==> src/rtl/operand_hold_ctrl_if.sv <==
// Bundle between the issue pipe and the operand hold scheduler: R-stage slot
// info and pipe controls in, per-side hold decisions, wrong-side flags and statistics out.
interface operand_hold_ctrl_if #(
  parameter int CNT_W = 16
);
  logic             Enable;
  logic             MemStall_s1;
  logic             MipsMode_s2e;
  logic             AValid_s2r;
  logic             BValid_s2r;
  logic [31:0]      AInstr_s2r;
  logic [31:0]      BInstr_s2r;
  logic             CntClr;

  logic             AHold_s1e;
  logic             BHold_s1e;
  logic             AWrong_e;
  logic             AWrong_m;
  logic             AWrong_w;
  logic             BWrong_e;
  logic             BWrong_m;
  logic             BWrong_w;
  logic [CNT_W-1:0] AHoldCnt;
  logic [CNT_W-1:0] BHoldCnt;

  modport master (
    output Enable, MemStall_s1, MipsMode_s2e, AValid_s2r, BValid_s2r,
           AInstr_s2r, BInstr_s2r, CntClr,
    input  AHold_s1e, BHold_s1e, AWrong_e, AWrong_m, AWrong_w,
           BWrong_e, BWrong_m, BWrong_w, AHoldCnt, BHoldCnt
  );

  modport slave (
    input  Enable, MemStall_s1, MipsMode_s2e, AValid_s2r, BValid_s2r,
           AInstr_s2r, BInstr_s2r, CntClr,
    output AHold_s1e, BHold_s1e, AWrong_e, AWrong_m, AWrong_w,
           BWrong_e, BWrong_m, BWrong_w, AHoldCnt, BHoldCnt
  );
endinterface

==> src/rtl/operand_hold_ctrl.sv <==
// Per-pipe scheduler deciding whether the A/B E-stage operand bus registers
// load or hold, with wrong-side flags tracked down E/M/W and saturating hold statistics.
module operand_hold_ctrl #(
  parameter int CNT_W  = 16,
  parameter int OPC_HI = 31
) (
  input logic                Phi1,
  input logic                ResetB_s1,
  operand_hold_ctrl_if.slave bus
);

  typedef enum logic {
    PASS = 1'b0,
    HOLD = 1'b1
  } hold_state_e;

  function automatic logic a_ignore(input logic [5:0] op, input logic [5:0] fn);
    return op[5] | (op[5:2] == 4'h4) | ((op == 6'd0) & (fn[5:2] == 4'h3));
  endfunction

  function automatic logic b_ignore(input logic [5:0] op, input logic [5:0] fn);
    return (op[5:2] == 4'h5) |
           ((op[5:3] == 3'd0) & (op[2:0] != 3'd0)) |
           ((op == 6'd0) & ((fn[5:3] == 3'd0) | (fn[5:4] == 2'b01) | (fn[5:2] == 4'h2)));
  endfunction

  function automatic logic [CNT_W-1:0] sat_inc(input logic [CNT_W-1:0] v);
    return (&v) ? v : v + 1'b1;
  endfunction

  function automatic logic [CNT_W-1:0] next_cnt(input logic [CNT_W-1:0] cnt,
                                                input logic clr, input logic inc);
    if (clr)      return '0;
    else if (inc) return sat_inc(cnt);
    else          return cnt;
  endfunction

  // Disabling suppression releases the busses at once, even under a stall.
  function automatic hold_state_e next_state(input hold_state_e st, input logic en,
                                             input logic adv, input logic wrong);
    if (!en)      return PASS;
    else if (adv) return wrong ? HOLD : PASS;
    else          return st;
  endfunction

  logic [5:0]       a_op, a_fn, b_op, b_fn;
  logic             advance;
  logic             a_wrong_r, b_wrong_r;
  logic [2:0]       a_pipe_d, a_pipe_q;
  logic [2:0]       b_pipe_d, b_pipe_q;
  hold_state_e      a_state_d, a_state_q;
  hold_state_e      b_state_d, b_state_q;
  logic [CNT_W-1:0] a_cnt_d, a_cnt_q;
  logic [CNT_W-1:0] b_cnt_d, b_cnt_q;

  // R stage: decode, with invalid slots masked so their instruction bits never matter
  always_comb begin
    a_op      = bus.AValid_s2r ? bus.AInstr_s2r[OPC_HI -: 6] : 6'd0;
    a_fn      = bus.AValid_s2r ? bus.AInstr_s2r[5:0]         : 6'd0;
    b_op      = bus.BValid_s2r ? bus.BInstr_s2r[OPC_HI -: 6] : 6'd0;
    b_fn      = bus.BValid_s2r ? bus.BInstr_s2r[5:0]         : 6'd0;
    advance   = ~bus.MemStall_s1;
    a_wrong_r = ~bus.AValid_s2r | a_ignore(a_op, a_fn);
    b_wrong_r = ~bus.BValid_s2r | b_ignore(b_op, b_fn) | (~a_wrong_r & bus.MipsMode_s2e);

    a_pipe_d  = advance ? {a_pipe_q[1:0], a_wrong_r} : a_pipe_q;
    b_pipe_d  = advance ? {b_pipe_q[1:0], b_wrong_r} : b_pipe_q;
    a_state_d = next_state(a_state_q, bus.Enable, advance, a_wrong_r);
    b_state_d = next_state(b_state_q, bus.Enable, advance, b_wrong_r);
    a_cnt_d   = next_cnt(a_cnt_q, bus.CntClr,
                         bus.Enable & advance & (a_state_q == HOLD));
    b_cnt_d   = next_cnt(b_cnt_q, bus.CntClr,
                         bus.Enable & advance & (b_state_q == HOLD));
  end

  // R -> E boundary (wrong-side flags continue to M and W)
  always_ff @(posedge Phi1) begin
    if (!ResetB_s1) begin
      a_state_q <= PASS;
      b_state_q <= PASS;
      a_pipe_q  <= 3'b000;
      b_pipe_q  <= 3'b000;
      a_cnt_q   <= '0;
      b_cnt_q   <= '0;
    end else begin
      a_state_q <= a_state_d;
      b_state_q <= b_state_d;
      a_pipe_q  <= a_pipe_d;
      b_pipe_q  <= b_pipe_d;
      a_cnt_q   <= a_cnt_d;
      b_cnt_q   <= b_cnt_d;
    end
  end

  assign bus.AHold_s1e = (a_state_q == HOLD);
  assign bus.BHold_s1e = (b_state_q == HOLD);
  assign bus.AWrong_e  = a_pipe_q[0];
  assign bus.AWrong_m  = a_pipe_q[1];
  assign bus.AWrong_w  = a_pipe_q[2];
  assign bus.BWrong_e  = b_pipe_q[0];
  assign bus.BWrong_m  = b_pipe_q[1];
  assign bus.BWrong_w  = b_pipe_q[2];
  assign bus.AHoldCnt  = a_cnt_q;
  assign bus.BHoldCnt  = b_cnt_q;

endmodule
==> src/flat_wrapper.sv <==
// flat-port wrapper written by rule: the top's interface ports become plain ports
module operand_hold_ctrl_flat 
#(
  parameter int CNT_W  = 16,
  parameter int OPC_HI = 31
)
  (Phi1, ResetB_s1, bus_Enable, bus_MemStall_s1, bus_MipsMode_s2e, bus_AValid_s2r, bus_BValid_s2r, bus_AInstr_s2r, bus_BInstr_s2r, bus_CntClr, bus_AHold_s1e, bus_BHold_s1e, bus_AWrong_e, bus_AWrong_m, bus_AWrong_w, bus_BWrong_e, bus_BWrong_m, bus_BWrong_w, bus_AHoldCnt, bus_BHoldCnt);
  operand_hold_ctrl_if #(.CNT_W(CNT_W)) bus_i ();
  input logic Phi1;
  input logic ResetB_s1;
  input wire logic [$bits(bus_i.Enable)-1:0] bus_Enable;
  input wire logic [$bits(bus_i.MemStall_s1)-1:0] bus_MemStall_s1;
  input wire logic [$bits(bus_i.MipsMode_s2e)-1:0] bus_MipsMode_s2e;
  input wire logic [$bits(bus_i.AValid_s2r)-1:0] bus_AValid_s2r;
  input wire logic [$bits(bus_i.BValid_s2r)-1:0] bus_BValid_s2r;
  input wire logic [$bits(bus_i.AInstr_s2r)-1:0] bus_AInstr_s2r;
  input wire logic [$bits(bus_i.BInstr_s2r)-1:0] bus_BInstr_s2r;
  input wire logic [$bits(bus_i.CntClr)-1:0] bus_CntClr;
  output wire logic [$bits(bus_i.AHold_s1e)-1:0] bus_AHold_s1e;
  output wire logic [$bits(bus_i.BHold_s1e)-1:0] bus_BHold_s1e;
  output wire logic [$bits(bus_i.AWrong_e)-1:0] bus_AWrong_e;
  output wire logic [$bits(bus_i.AWrong_m)-1:0] bus_AWrong_m;
  output wire logic [$bits(bus_i.AWrong_w)-1:0] bus_AWrong_w;
  output wire logic [$bits(bus_i.BWrong_e)-1:0] bus_BWrong_e;
  output wire logic [$bits(bus_i.BWrong_m)-1:0] bus_BWrong_m;
  output wire logic [$bits(bus_i.BWrong_w)-1:0] bus_BWrong_w;
  output wire logic [$bits(bus_i.AHoldCnt)-1:0] bus_AHoldCnt;
  output wire logic [$bits(bus_i.BHoldCnt)-1:0] bus_BHoldCnt;
  assign bus_i.Enable = bus_Enable;
  assign bus_i.MemStall_s1 = bus_MemStall_s1;
  assign bus_i.MipsMode_s2e = bus_MipsMode_s2e;
  assign bus_i.AValid_s2r = bus_AValid_s2r;
  assign bus_i.BValid_s2r = bus_BValid_s2r;
  assign bus_i.AInstr_s2r = bus_AInstr_s2r;
  assign bus_i.BInstr_s2r = bus_BInstr_s2r;
  assign bus_i.CntClr = bus_CntClr;
  assign bus_AHold_s1e = bus_i.AHold_s1e;
  assign bus_BHold_s1e = bus_i.BHold_s1e;
  assign bus_AWrong_e = bus_i.AWrong_e;
  assign bus_AWrong_m = bus_i.AWrong_m;
  assign bus_AWrong_w = bus_i.AWrong_w;
  assign bus_BWrong_e = bus_i.BWrong_e;
  assign bus_BWrong_m = bus_i.BWrong_m;
  assign bus_BWrong_w = bus_i.BWrong_w;
  assign bus_AHoldCnt = bus_i.AHoldCnt;
  assign bus_BHoldCnt = bus_i.BHoldCnt;
  operand_hold_ctrl #(.CNT_W(CNT_W), .OPC_HI(OPC_HI)) u_core (.Phi1(Phi1), .ResetB_s1(ResetB_s1), .bus(bus_i));
endmodule
==> config.mk <==
export PLATFORM = sky130hd
export DESIGN_NAME = operand_hold_ctrl_flat
export DESIGN_NICKNAME = d
export VERILOG_FILES = /design/src/rtl/operand_hold_ctrl_if.sv /design/src/rtl/operand_hold_ctrl.sv /design/src/flat_wrapper.sv
export SDC_FILE = /design/constraint.sdc
export NUM_CORES = 1
export LEC_CHECK = 0
export CAP_MARGIN = 15
export CORE_MARGIN = 3
export CORE_UTILIZATION = 42
export CTS_CLUSTER_SIZE = 40
export DETAILED_ROUTE_END_ITERATION = 10
export PLACE_DENSITY = 0.86
export SLEW_MARGIN = 20
export SYNTH_ARGS = -nofsm -noshare
export SYNTH_HDL_FRONTEND = slang
export SYNTH_SLANG_ARGS = --single-unit
==> constraint.sdc <==
create_clock -name Phi1 -period 3 [get_ports Phi1]
set_input_delay 0.3 -clock Phi1 [delete_from_list [all_inputs] [get_ports Phi1]]
set_output_delay 0.3 -clock Phi1 [all_outputs]
set_load 0.1 [all_outputs]
==> metrics <==
Gate Count Post-Synth=244; # port buffers=67; worst rel slew slack=35.00%; post-synth top area share=39.38%; Critical Path Source=bus_Enable; core area=4504 µm²; r2r setup slk=0.93 ns; mapped cell area=2033 µm²; leakage=0.9853 nW; routability-driven placement congestion ratio=0.7994; GRT overflow=0; Tot Pwr=0.001037 W; part of the Yosys area used for sequential elements=39.38%; CTS Buf Count=5; worst skew pair latency=0.29 ns; Yosys reg bits=40; post-synth net total=318; P&R area growth vs syn=35.88%; Final period util=71.42%; Root Buffer=clkbuf_8; Antenna diodes=0; status=complete, no violations; max frequency=466.7 MHz; ys async rst share=0%; DR DRC count=0; worst slew pin tran=0.9719 ns; initial core utilization=45.14%; setup violators final=0; clk_skew=0.004277 ns; P per Cell Area=375.3 nW/µm²; synth warn=0; Hold Fails Final Rpt=0; post-synth top area cell=dfxtp_1; Die X-Extent=75.58 µm; RSZ-0062 raised after global routing=false; Initial DRT Pass Iterations=4; H-tree Lvls=2; crit start category=primary input; hold_sp=u_core.bus.BHoldCnt[15]; setup bufs post-CTS=0; Max Transition Viols Final=0; critical setup path kind=primary input to flip-flop; post-DP HPWL=3686 µm; FP Rows=24; R2R depth=5; initial antenna violation count=0; Hold Buf Count CTS=0; global-route wire length before repair=8100 µm; vias in the first global route=1838; Min-Delay Endpoint=u_core.bus.BHoldCnt[15]; Final Critical Period=2.143 ns; Post-Route Setup TNS=0 ns; Required @ worst endpoint=3.22 ns; crit end category=flip-flop; syn avg cell area=8.333 µm²; post_cts resized=0; Max-Cap Viols=0; CP arrival=2.37 ns; Post-synth EDFFs=0; largest net degree at the start of global routing=20; Antenna Nets Post-Route=0; layout cells sized above 1=16.83%; clk sink count=40; DR iter-0 viols=127; ranking of synthesized cells by area=dfxtp_1, a21oi_1, or4_1; GRT Total Usage=17.98%; worst hold path type=flip-flop to flip-flop; Die Height=75.58 µm; r2r startpoint=u_core.bus.AHoldCnt[0]; die area=5712 µm²; Yosys cell types=39; CTS tree=yes; Peak VDD IR=0.2489 mV; reg2reg end=u_core.bus.AHoldCnt[14]; CP Max Fanout=9; Clock Pin Slew Worst Setup and Hold Paths=0.07 ns; worst hold stages=2; Post-Route WL=4946 µm; I/O Pins=112; via/cell ratio=5.940; Top FF cell, synth=dfxtp_1; Longest Clk Path Bufs=2; DR WL/cell=13.48 µm; Layout Nets=388; via count=2180
## cell usage in the layout, fill, tap and decap left out, types with 7 or more instances in the layout
master | synthesis | layout
a21oi_1 | 26 | 26
nor2_1 | 8 | 8
inv_1 | 7 | 7
o21ai_0 | 15 | 15
o31ai_1 | 11 | 11
buf_4 | 0 | 44
or4_1 | 12 | 12
clkdlybuf4s50_1 | 0 | 28
nand2_1 | 18 | 18
nand3_1 | 11 | 11
nand2b_1 | 7 | 7
nand4_1 | 13 | 13
or3_1 | 13 | 13
dfxtp_1 | 40 | 40
## metal layers
| metal | global-route usage, % | part of all wire, % | routed length, µm |
|---|---|---|---|
| met1 | 22.33 | 44 | 2162 |
| met4 | 5.631 | 1.3 | 65 |
| met3 | 6.201 | 7.2 | 356 |
| met5 | 0 | 0 | 0 |
| met2 | 29.34 | 48 | 2362 |
## synthesized netlist by cell type (4+ instances only)
cell type,count
o21ai_0,15
nor4_1,4
o41ai_1,4
dfxtp_1,40
or3_1,13
or4_1,12
inv_1,7
mux2i_1,6
nand4_1,13
nand2b_1,7
nor2_1,8
nor3_1,6
clkbuf_1,5
nand3_1,11
nand2_1,18
o31ai_1,11
nor2b_1,6
a21oi_1,26
## worst max-delay path: stages
cell	delay (ns)
clkdlybuf4s50_1	0.60
nand3b_4	0.15
or4_1	0.62
or4_1	0.54
a21oi_1	0.15
## flip-flops by register name, indices dropped and copies added, names as in the netlist
name,cells
u_core.bus.AHoldCnt,16
u_core.bus.BHoldCnt,16
u_core.a_pipe_q,3
u_core.b_pipe_q,3
u_core.bus.AHold_s1e,1
u_core.bus.BHold_s1e,1
## how the worst max path moves through the flow
stage / to / cells past startpoint
2_1_floorplan: u_core.bus.AHoldCnt[14] / 5
6_report: u_core.bus.AHoldCnt[15] / 5
5_1_grt: u_core.bus.AHoldCnt[13] / 5
4_1_cts: u_core.bus.AHoldCnt[15] / 5
3_5_place_dp: u_core.bus.AHoldCnt[15] / 5
3_3_place_gp: u_core.bus.AHoldCnt[15] / 5
## through the flow
stage	worst slack, ns	util (%)	instances	instance area (µm²)	hold slack, ns
global route	0.7520	61.33	367	2763	0.5387
detailed placement	0.5405	59.33	359	2673	0.5084
CTS	0.8443	61.33	367	2763	0.5161
global placement	0.5991	59.33	359	2673	0.4912
finish	0.8575	61.33	367	2763	0.5156
floorplan	0.2995	-	244	2033	0.4282
## power breakdown
group / internal [W] / switching, W
combinational: 0.0000530 / 0.0000731
sequential: 0.000536 / 0.00000503
clock: 0.000188 / 0.000182
## kinds of logic (layout without fill, tap and decap cells)
kind of cell | Yosys count | in the layout | synth area share (%)
AOI/OAI and AO/OA | 68 | 68 | 20.49
adders and majority gates | 2 | 2 | 1.231
buffers and inverters | 16 | 87 | 3.077
DFF | 40 | 40 | 39.38
muxes | 6 | 6 | 2.954
and+or+nand+nor | 112 | 112 | 32.86
## cell type report
class	count	area [µm²]
Clock buffer	8	90.09
Fill cell	412	1742
Inverter	7	26.28
Multi-Input combinational cell	188	1170
Sequential cell	40	800.8
Tap cell	52	65.06
Timing Repair Buffer	72	610.6
Note: power is estimated with default switching activity, not from simulation.
